==> config.mk <==
export PLATFORM = sky130hd
export DESIGN_NAME = div_iter_flat
export DESIGN_NICKNAME = d
export VERILOG_FILES = /design/src/rtl/div_iter_if.sv /design/src/rtl/div_iter.sv /design/src/flat_wrapper.sv
export SDC_FILE = /design/constraint.sdc
export NUM_CORES = 1
export LEC_CHECK = 0
export ABC_AREA = 1
export BUFFER_PORTS_ARGS = -buffer_cell sky130_fd_sc_hd__buf_4
export CORE_UTILIZATION = 61
export DETAILED_ROUTE_END_ITERATION = 10
export GPL_ROUTABILITY_DRIVEN = 0
export MAX_ROUTING_LAYER = met4
export PLACE_DENSITY_LB_ADDON = 0.15
export SETUP_SLACK_MARGIN = 0.4
export SYNTH_ARGS = -nofsm -noshare
export SYNTH_HDL_FRONTEND = slang
export SYNTH_SLANG_ARGS = --single-unit
==> constraint.sdc <==
create_clock -name clk -period 6 [get_ports clk]
set_clock_uncertainty 0.15 [all_clocks]
set_input_delay 0.9 -clock clk [delete_from_list [all_inputs] [get_ports clk]]
set_output_delay 0.9 -clock clk [all_outputs]
set_load 0.005 [all_outputs]
==> src/rtl/div_iter_if.sv <==
// Handshake and operand/result bundle between the EX stage and the iterative divider.
interface div_iter_if #(
    parameter int WIDTH = 32
);
    logic             start;
    logic             signed_div;
    logic             annul;
    logic [WIDTH-1:0] dividend;
    logic [WIDTH-1:0] divisor;
    logic             stall;
    logic             ready;
    logic [WIDTH-1:0] quotient;
    logic [WIDTH-1:0] remainder;

    // EX stage side: issues the operation, observes stall and the result
    modport master (
        output start, signed_div, annul, dividend, divisor,
        input  stall, ready, quotient, remainder
    );

    // Divider side
    modport slave (
        input  start, signed_div, annul, dividend, divisor,
        output stall, ready, quotient, remainder
    );
endinterface

==> src/rtl/div_iter.sv <==
// Iterative restoring divider, one quotient bit per cycle. Signed division is done
// on magnitudes with the result signs fixed up when the last bit is produced.
module div_iter #(
    parameter int WIDTH = 32
) (
    input  logic     clk,
    input  logic     rst,
    div_iter_if.slave bus
);
    localparam int CW = $clog2(WIDTH) + 1;
    localparam logic [WIDTH-1:0] ONE = WIDTH'(1);

    typedef enum logic [1:0] {IDLE, CALC, ZERO, DONE} state_t;

    state_t           state_reg, state_next;
    logic [CW-1:0]    cnt_reg;
    logic [WIDTH-1:0] q_reg;          // dividend bits shifting out, quotient bits shifting in
    logic [WIDTH-1:0] rem_reg;        // running partial remainder (always < divisor magnitude)
    logic [WIDTH-1:0] dmag_reg;
    logic             qneg_reg, rneg_reg;
    logic [WIDTH-1:0] quotient_reg, remainder_reg;

    logic             accept;
    logic             stall, ready;
    logic [WIDTH-1:0] dividend_mag, divisor_mag;
    logic [WIDTH:0]   partial;
    logic             ge;
    logic [WIDTH-1:0] diff, rem_step, q_step, quot_final, rem_final;

    assign accept = bus.start && !bus.annul;

    // Magnitudes: the most negative value maps onto itself, which is correct as unsigned
    assign dividend_mag = (bus.signed_div && bus.dividend[WIDTH-1]) ? (~bus.dividend + ONE) : bus.dividend;
    assign divisor_mag  = (bus.signed_div && bus.divisor[WIDTH-1])  ? (~bus.divisor + ONE)  : bus.divisor;

    // One restoring step. The compare is WIDTH+1 bits wide so the shifted remainder
    // never overflows; the difference itself always fits in WIDTH bits.
    assign partial  = {rem_reg, q_reg[WIDTH-1]};
    assign ge       = partial >= {1'b0, dmag_reg};
    assign diff     = partial[WIDTH-1:0] - dmag_reg;
    assign rem_step = ge ? diff : partial[WIDTH-1:0];
    assign q_step   = {q_reg[WIDTH-2:0], ge};

    // Sign fix-up applied to the final step's outputs (two's complement wrap allowed)
    assign quot_final = qneg_reg ? (~q_step + ONE)   : q_step;
    assign rem_final  = rneg_reg ? (~rem_step + ONE) : rem_step;

    // State register
    always_ff @(posedge clk or posedge rst) begin
        if (rst) begin
            state_reg <= IDLE;
        end else begin
            state_reg <= state_next;
        end
    end

    // Next state and handshake outputs; annul squashes any in-flight work
    always_comb begin
        state_next = state_reg;
        stall      = 1'b0;
        ready      = 1'b0;
        case (state_reg)
            IDLE: begin
                if (accept) begin
                    stall      = 1'b1;
                    state_next = (bus.divisor == '0) ? ZERO : CALC;
                end
            end
            CALC: begin
                stall = 1'b1;
                if (bus.annul) begin
                    state_next = IDLE;
                end else if (cnt_reg == CW'(1)) begin
                    state_next = DONE;
                end
            end
            ZERO: begin
                stall      = 1'b1;
                state_next = bus.annul ? IDLE : DONE;
            end
            DONE: begin
                ready      = 1'b1;
                state_next = IDLE;
            end
            default: state_next = IDLE;
        endcase
    end

    // Datapath: operand capture, iteration, and result write on completion only
    always_ff @(posedge clk or posedge rst) begin
        if (rst) begin
            cnt_reg       <= '0;
            q_reg         <= '0;
            rem_reg       <= '0;
            dmag_reg      <= '0;
            qneg_reg      <= 1'b0;
            rneg_reg      <= 1'b0;
            quotient_reg  <= '0;
            remainder_reg <= '0;
        end else begin
            case (state_reg)
                IDLE: begin
                    if (accept) begin
                        cnt_reg  <= CW'(WIDTH);
                        rem_reg  <= '0;
                        dmag_reg <= divisor_mag;
                        qneg_reg <= bus.signed_div && (bus.dividend[WIDTH-1] ^ bus.divisor[WIDTH-1]);
                        rneg_reg <= bus.signed_div && bus.dividend[WIDTH-1];
                        // Divide-by-zero reports the raw dividend as remainder
                        q_reg    <= (bus.divisor == '0) ? bus.dividend : dividend_mag;
                    end
                end
                CALC: begin
                    cnt_reg <= cnt_reg - CW'(1);
                    q_reg   <= q_step;
                    rem_reg <= rem_step;
                    if (!bus.annul && cnt_reg == CW'(1)) begin
                        quotient_reg  <= quot_final;
                        remainder_reg <= rem_final;
                    end
                end
                ZERO: begin
                    if (!bus.annul) begin
                        quotient_reg  <= '1;
                        remainder_reg <= q_reg;
                    end
                end
                default: ;
            endcase
        end
    end

    assign bus.stall     = stall;
    assign bus.ready     = ready;
    assign bus.quotient  = quotient_reg;
    assign bus.remainder = remainder_reg;
endmodule

==> src/flat_wrapper.sv <==
// flat-port wrapper written by rule: the top's interface ports become plain ports
module div_iter_flat 
#(
    parameter int WIDTH = 32
)
  (clk, rst, bus_start, bus_signed_div, bus_annul, bus_dividend, bus_divisor, bus_stall, bus_ready, bus_quotient, bus_remainder);
  div_iter_if #(.WIDTH(WIDTH)) bus_i ();
  input  logic clk;
  input  logic rst;
  input wire logic [$bits(bus_i.start)-1:0] bus_start;
  input wire logic [$bits(bus_i.signed_div)-1:0] bus_signed_div;
  input wire logic [$bits(bus_i.annul)-1:0] bus_annul;
  input wire logic [$bits(bus_i.dividend)-1:0] bus_dividend;
  input wire logic [$bits(bus_i.divisor)-1:0] bus_divisor;
  output wire logic [$bits(bus_i.stall)-1:0] bus_stall;
  output wire logic [$bits(bus_i.ready)-1:0] bus_ready;
  output wire logic [$bits(bus_i.quotient)-1:0] bus_quotient;
  output wire logic [$bits(bus_i.remainder)-1:0] bus_remainder;
  assign bus_i.start = bus_start;
  assign bus_i.signed_div = bus_signed_div;
  assign bus_i.annul = bus_annul;
  assign bus_i.dividend = bus_dividend;
  assign bus_i.divisor = bus_divisor;
  assign bus_stall = bus_i.stall;
  assign bus_ready = bus_i.ready;
  assign bus_quotient = bus_i.quotient;
  assign bus_remainder = bus_i.remainder;
  div_iter #(.WIDTH(WIDTH)) u_core (.clk(clk), .rst(rst), .bus(bus_i));
endmodule
=== After elaboration in Yosys (flattened, before gate mapping) ===
Index checks and enable logic that the tools add are counted.

* Register bits: 170
* Output and inout port bits: 66

* Add/subtract/negate cells: 6
* Magnitude comparators: 1
* Eq/ne operators: 8
* Muxes and demuxes: 27
* Bitwise operators: 5
* Reductions and logical operators: 15

{| class="wikitable"
|+ Operators with widths
! kind !! count
|-
| 2-to-1 mux 32 bit || 12
|-
| one-hot mux 32 bit (2 select lines) || 4
|-
| adder 32 x 1 -> 32 bit (second input constant) || 4
|-
| NOT 32 bit || 4
|-
| greater-or-equal comparator 33 x 32 -> 1 bit || 1
|-
| zero test 32 bit || 1
|-
| subtractor 32 bit || 1
|-
| one-hot mux 6 bit (2 select lines) || 1
|-
| 2-to-1 mux 2 bit || 5
|-
| one-hot mux 2 bit (4 select lines) || 1
|-
| == test 6 x 1 -> 1 bit (second input constant) || 1
|-
| 2-to-1 mux 6 bit || 1
|-
| AND reduction 2 bit || 3
|-
| subtractor 6 x 1 -> 6 bit (second input constant) || 1
|-
| logical AND 1 bit || 5
|-
| == test 2 bit (second input constant) || 2
|-
| inequality test 2 x 1 -> 1 bit (second input constant) || 2
|-
| nonzero test 2 bit || 2
|-
| inequality test 3 x 2 -> 1 bit (second input constant) || 1
|-
| AND reduction 3 bit || 1
|-
| == test 2 x 1 -> 1 bit (second input constant) || 1
|-
| zero test 2 bit || 1
|-
| 2-to-1 mux 1 bit || 2
|-
| inequality test 2 bit (second input constant) || 1
|-
| other kinds (4) || 4
|}

=== Longest topological paths before layout ===
* Depth in word-level cells: 7
* Depth in mapped cells: 31

=== Worst setup path before layout ===
Ideal clock, no wire load.

* Kind: reg-to-reg
* Start point: reg u_core.rem_reg[7]
* End point: reg u_core.quotient_reg[30], in the netlist u_core.bus.quotient[30]
* Library setup time: 0.119 ns
* Data arrival time: 3.367 ns
* Setup slack: 2.363 ns
* Stages on the path, launching flop included: 30
* Cell sequence: dfrtp_1 -> ha_1 -> nand2_2 -> inv_2 -> nand2_1 -> nand2_2 -> clkinv_1 -> nand3_2 -> nand2_2 -> nand2_4 -> nand2_8 -> nand2_8 -> buf_12 -> inv_2 -> ha_1 -> inv_1 -> nor3_1 -> nand3_1 -> nor3_1 -> nand2_1 -> nor2_1 -> nand3_1 -> nor2_1 -> nand3_1 -> nor2_1 -> nand3_1 -> nand2_1 -> a21oi_1 -> o22ai_1 -> inv_1

* Cells in the longest elaborated chain, start to end: 6

{| class="wikitable"
|+ Ends and longest elaborated chain
! what !! RTL line !! source
|-
| from (decl) || div_iter.sv:18 || <nowiki>logic [WIDTH-1:0] rem_reg;</nowiki>
|-
| from (signal assigned) || div_iter.sv:116 || <nowiki>rem_reg <= rem_step;</nowiki>
|-
| greater-or-equal comparator 33 x 32 -> 1 bit || div_iter.sv:39 || <nowiki>assign ge = partial >= {1'b0, dmag_reg};</nowiki>
|-
| NOT 32 bit || div_iter.sv:45 || <nowiki>assign quot_final = qneg_reg ? (~q_step + ONE) : q_step;</nowiki>
|-
| adder 32 x 1 -> 32 bit || div_iter.sv:45 ||
|-
| 2-to-1 mux 32 bit || div_iter.sv:45 ||
|-
| 2-to-1 mux 32 bit || div_iter.sv:117 || <nowiki>if (!bus.annul && cnt_reg == CW'(1)) begin</nowiki>
|-
| one-hot mux 32 bit (2 select lines) || div_iter.sv:101 || <nowiki>case (state_reg)</nowiki>
|-
| to (signal assigned) || div_iter.sv:118 || <nowiki>quotient_reg <= quot_final;</nowiki>
|-
| to (decl) || div_iter.sv:21 || <nowiki>logic [WIDTH-1:0] quotient_reg, remainder_reg;</nowiki>
|}

Every way passes these cells. The select of a mux whose other input is x is not followed.
A chain may end at the register's enable or synchronous reset.

=== Worst setup path after layout ===
* Start point: reg u_core.dmag_reg[26]
* End point: reg u_core.quotient_reg[26], in the netlist u_core.bus.quotient[26]

* Cells in the longest elaborated chain, start to end: 6

{| class="wikitable"
|+ Ends and longest elaborated chain
! what !! RTL line !! source
|-
| from (decl) || div_iter.sv:19 || <nowiki>logic [WIDTH-1:0] dmag_reg;</nowiki>
|-
| from (signal assigned) || div_iter.sv:106 || <nowiki>dmag_reg <= divisor_mag;</nowiki>
|-
| greater-or-equal comparator 33 x 32 -> 1 bit || div_iter.sv:39 ||
|-
| NOT 32 bit || div_iter.sv:45 ||
|-
| adder 32 x 1 -> 32 bit || div_iter.sv:45 ||
|-
| 2-to-1 mux 32 bit || div_iter.sv:45 ||
|-
| 2-to-1 mux 32 bit || div_iter.sv:117 ||
|-
| one-hot mux 32 bit (2 select lines) || div_iter.sv:101 ||
|}

Every way passes these cells. The select of a mux whose other input is x is not followed.

==> flow_summary.toml <==
[timing]
tns_ns = 0
maxSlewHeadroom_pct = 23.1
fmax_mhz = 206
slew_violations = 0
hold_ws_ns = 0.331
worstMarginPinSlew_ns = 1.15
setup_viol = 0
fin_crit_sh_pct = 81.1
hold_viol = 0
rsz0062_at_grt = "false"
min_period_ns = 4.86

[finish]
final_nets = 2264
regArea_sq_um = 4250
syn2layout_area_growth_pct = 13.0
n_fill_cell = 1844
final_util_pct = 71.3
final_common_cell = "nand2_1"
final_layout_size_suffix_gt1_share_pct = 11.6
layout_common_cells = "nand2_1 (610), inv_1 (286), nor2_1 (172), dfrtp_1 (170), o21ai_0 (147)"
multiInputGateArea_sq_um = 7730

[die]
initial_core_util_pct = 63.1
io_pins = 135
core_area_sq_um = 21300
die-width_um = 150
dieArea_sq_um = 22600
rows = 53
die_h_um = 150

[cts]
ctsHoldBuffers = 0
clock_latency_ns = 0.44
path_clk_slew_ns = 0.07
cts_buffer_depth = 2
cts_root_buf = "clkbuf_16"
cts_setup_buffers = 0
cts_resized = 0
cts-htree-levels = 4
cts.sinks = 170
cts_tree = "built"
numCtsBuffers = 17

[yosys]
ys_seq_area_share_pct = 31.7
ys_warn_count = 0
avgSynthCellArea_sq_um = 6.50
synth_cell_types = 55
synth_fp_nets = 2177
synth_top_area_share_pct = 31.7
synth.top_cells.by_area = "dfrtp_1 (32%), nand2_1 (17%), inv_1 (8.0%), o21ai_0 (5.5%), nand3_1 (5.3%)"
synth-seq-cells = 170
syn_area_sq_um = 13400
yosys.area.top_type = "dfrtp_1"
syn_inst = 2064

[worst_setup_path]
critPathMaxFanout = 40
cp-start-kind = "flop"
r2r_slack_ns = 1.14
worstSetupEndpointType = "flop"
crit_type = "reg2reg"
r2r_end = "u_core.bus.quotient[26]"
reg2reg_from = "u_core.dmag_reg[26]"
cp.required_ns = 6.23
r2r_cells = 27
crit_arrival_ns = 5.09

[global_routing]
track_usage_pct = 39.7
grt_max_degree = 171
antenna_found_initial = 2
grt_pass1_wl_um = 67100
grt-ovfl-total = 0
grt_pass1_vias = 13100

[routing]
routed_wl_um = 42700
viasPerCell = 5.89
drc = 0
drt_first_pass_iters = 7
vias = 14400
ant_nets = 0
drt_iter0_drc = 1752
wl_per_cell_um = 17.5

[min_path]
worstHoldStart = "u_core.bus.remainder[5]"
hold_depth = 2
hp-class = "reg2reg"
min_to = "u_core.bus.remainder[5]"

[placed_design]
dp.final_hpwl_um = 31800
portBuffers = 134

[status]
status = "completed"

[flow_run]
cap_violations = 0
worst max-delay path: stages, from the launching register on:
cell	delay [ns]
dfrtp_1	0.35
inv_1	0.06
ha_1	0.37
nand2_1	0.10
nand2_1	0.08
nand2_1	0.06
nand2_1	0.08
a21oi_2	0.14
nand2_2	0.10
nor2_8	0.43
nand2_8	0.28
inv_2	0.22
ha_1	0.17
inv_1	0.05
nor3_1	0.22
nand3_1	0.14
nor3_1	0.23
nand2_1	0.14
nor2_1	0.12
nand3_1	0.10
nor2_1	0.18
nand3_1	0.20
nor2_1	0.23
nand3_1	0.10
nand2_1	0.13
xor2_1	0.19
o22ai_1	0.08
inv_1	0.09
area by class of cell:
cell class / count / share of cell area, %
Sequential cell: 170 / 28.0
Antenna cell: 2 / 0.0330
Clock inverter: 14 / 1.18
Multi-Input combinational cell: 1519 / 51.0
Inverter: 299 / 7.42
Timing Repair Buffer: 144 / 7.21
Tap cell: 275 / 2.27
Clock buffer: 18 / 2.89
per-stage QoR:
step / instances / worst slack, ns / cell area (sq um)
floorplan: 2064 / 2.36 / 13400
global placement: 2407 / 1.59 / 14600
detailed placement: 2407 / 1.41 / 14600
CTS: 2439 / 1.33 / 15200
global route: 2441 / 0.699 / 15200
finish: 2441 / 1.14 / 15200
how the worst max path moves through the flow:
| stage | from | to | slack (ns) | depth (start not counted) |
|---|---|---|---|---|
| finish | u_core.dmag_reg[26] | u_core.bus.quotient[26] | 1.14 | 27 |
| global route | u_core.dmag_reg[26] | u_core.bus.quotient[26] | 0.70 | 27 |
| CTS | u_core.dmag_reg[26] | u_core.bus.quotient[26] | 1.33 | 27 |
| detailed placement | u_core.dmag_reg[26] | u_core.bus.quotient[26] | 1.41 | 27 |
| global placement | u_core.rem_reg[25] | u_core.bus.quotient[26] | 1.59 | 26 |
| floorplan | u_core.rem_reg[7] | u_core.bus.quotient[30] | 2.36 | 29 |
routing by layer:
metal | track usage [%] | up-vias | wire length [um]
met5 | - | - | 0
met4 | 18.9 | 0 | 1990
met3 | 8.88 | 167 | 5140
met2 | 54.8 | 940 | 17500
met1 | 54.8 | 6459 | 18000
li1 | - | 6823 | -
cells by family after synthesis:
| group | share of synthesized area (%) |
|---|---|
| AOI/OAI and AO/OA | 14.8 |
| and+or+nand+nor | 34.3 |
| muxes | 0.149 |
| xor gates and xnor gates | 3.98 |
| DFF | 31.7 |
| adders and majority gates | 4.16 |
| buffers and inverters | 10.9 |
cells in the mapped netlist, drive strengths merged:
cell     number
o22a          7
o31ai         3
a41oi         1
o41ai         1
o21a          2
inv         296
a2bb2oi       4
nand4        47
o32a          2
clkinv        3
mux2i         2
buf          17
dfrtp       170
nand3       145
a211oi        1
o21ai       169
o22ai        18
xnor2         8
nor2        190
nand3b        3
a21oi       108
nor4          6
a22oi         2
o211ai       25
clkbuf       59
xor2         53
a31oi         1
ha           43
a21boi        1
o2111ai       6
a22o          2
nor3         18
and3          2
and2          8
fa            1
or3           1
nand2       633
or2           6
Power is not shown: default switching activity piles up to over one toggle a cycle in this logic, so the estimate is an artifact.
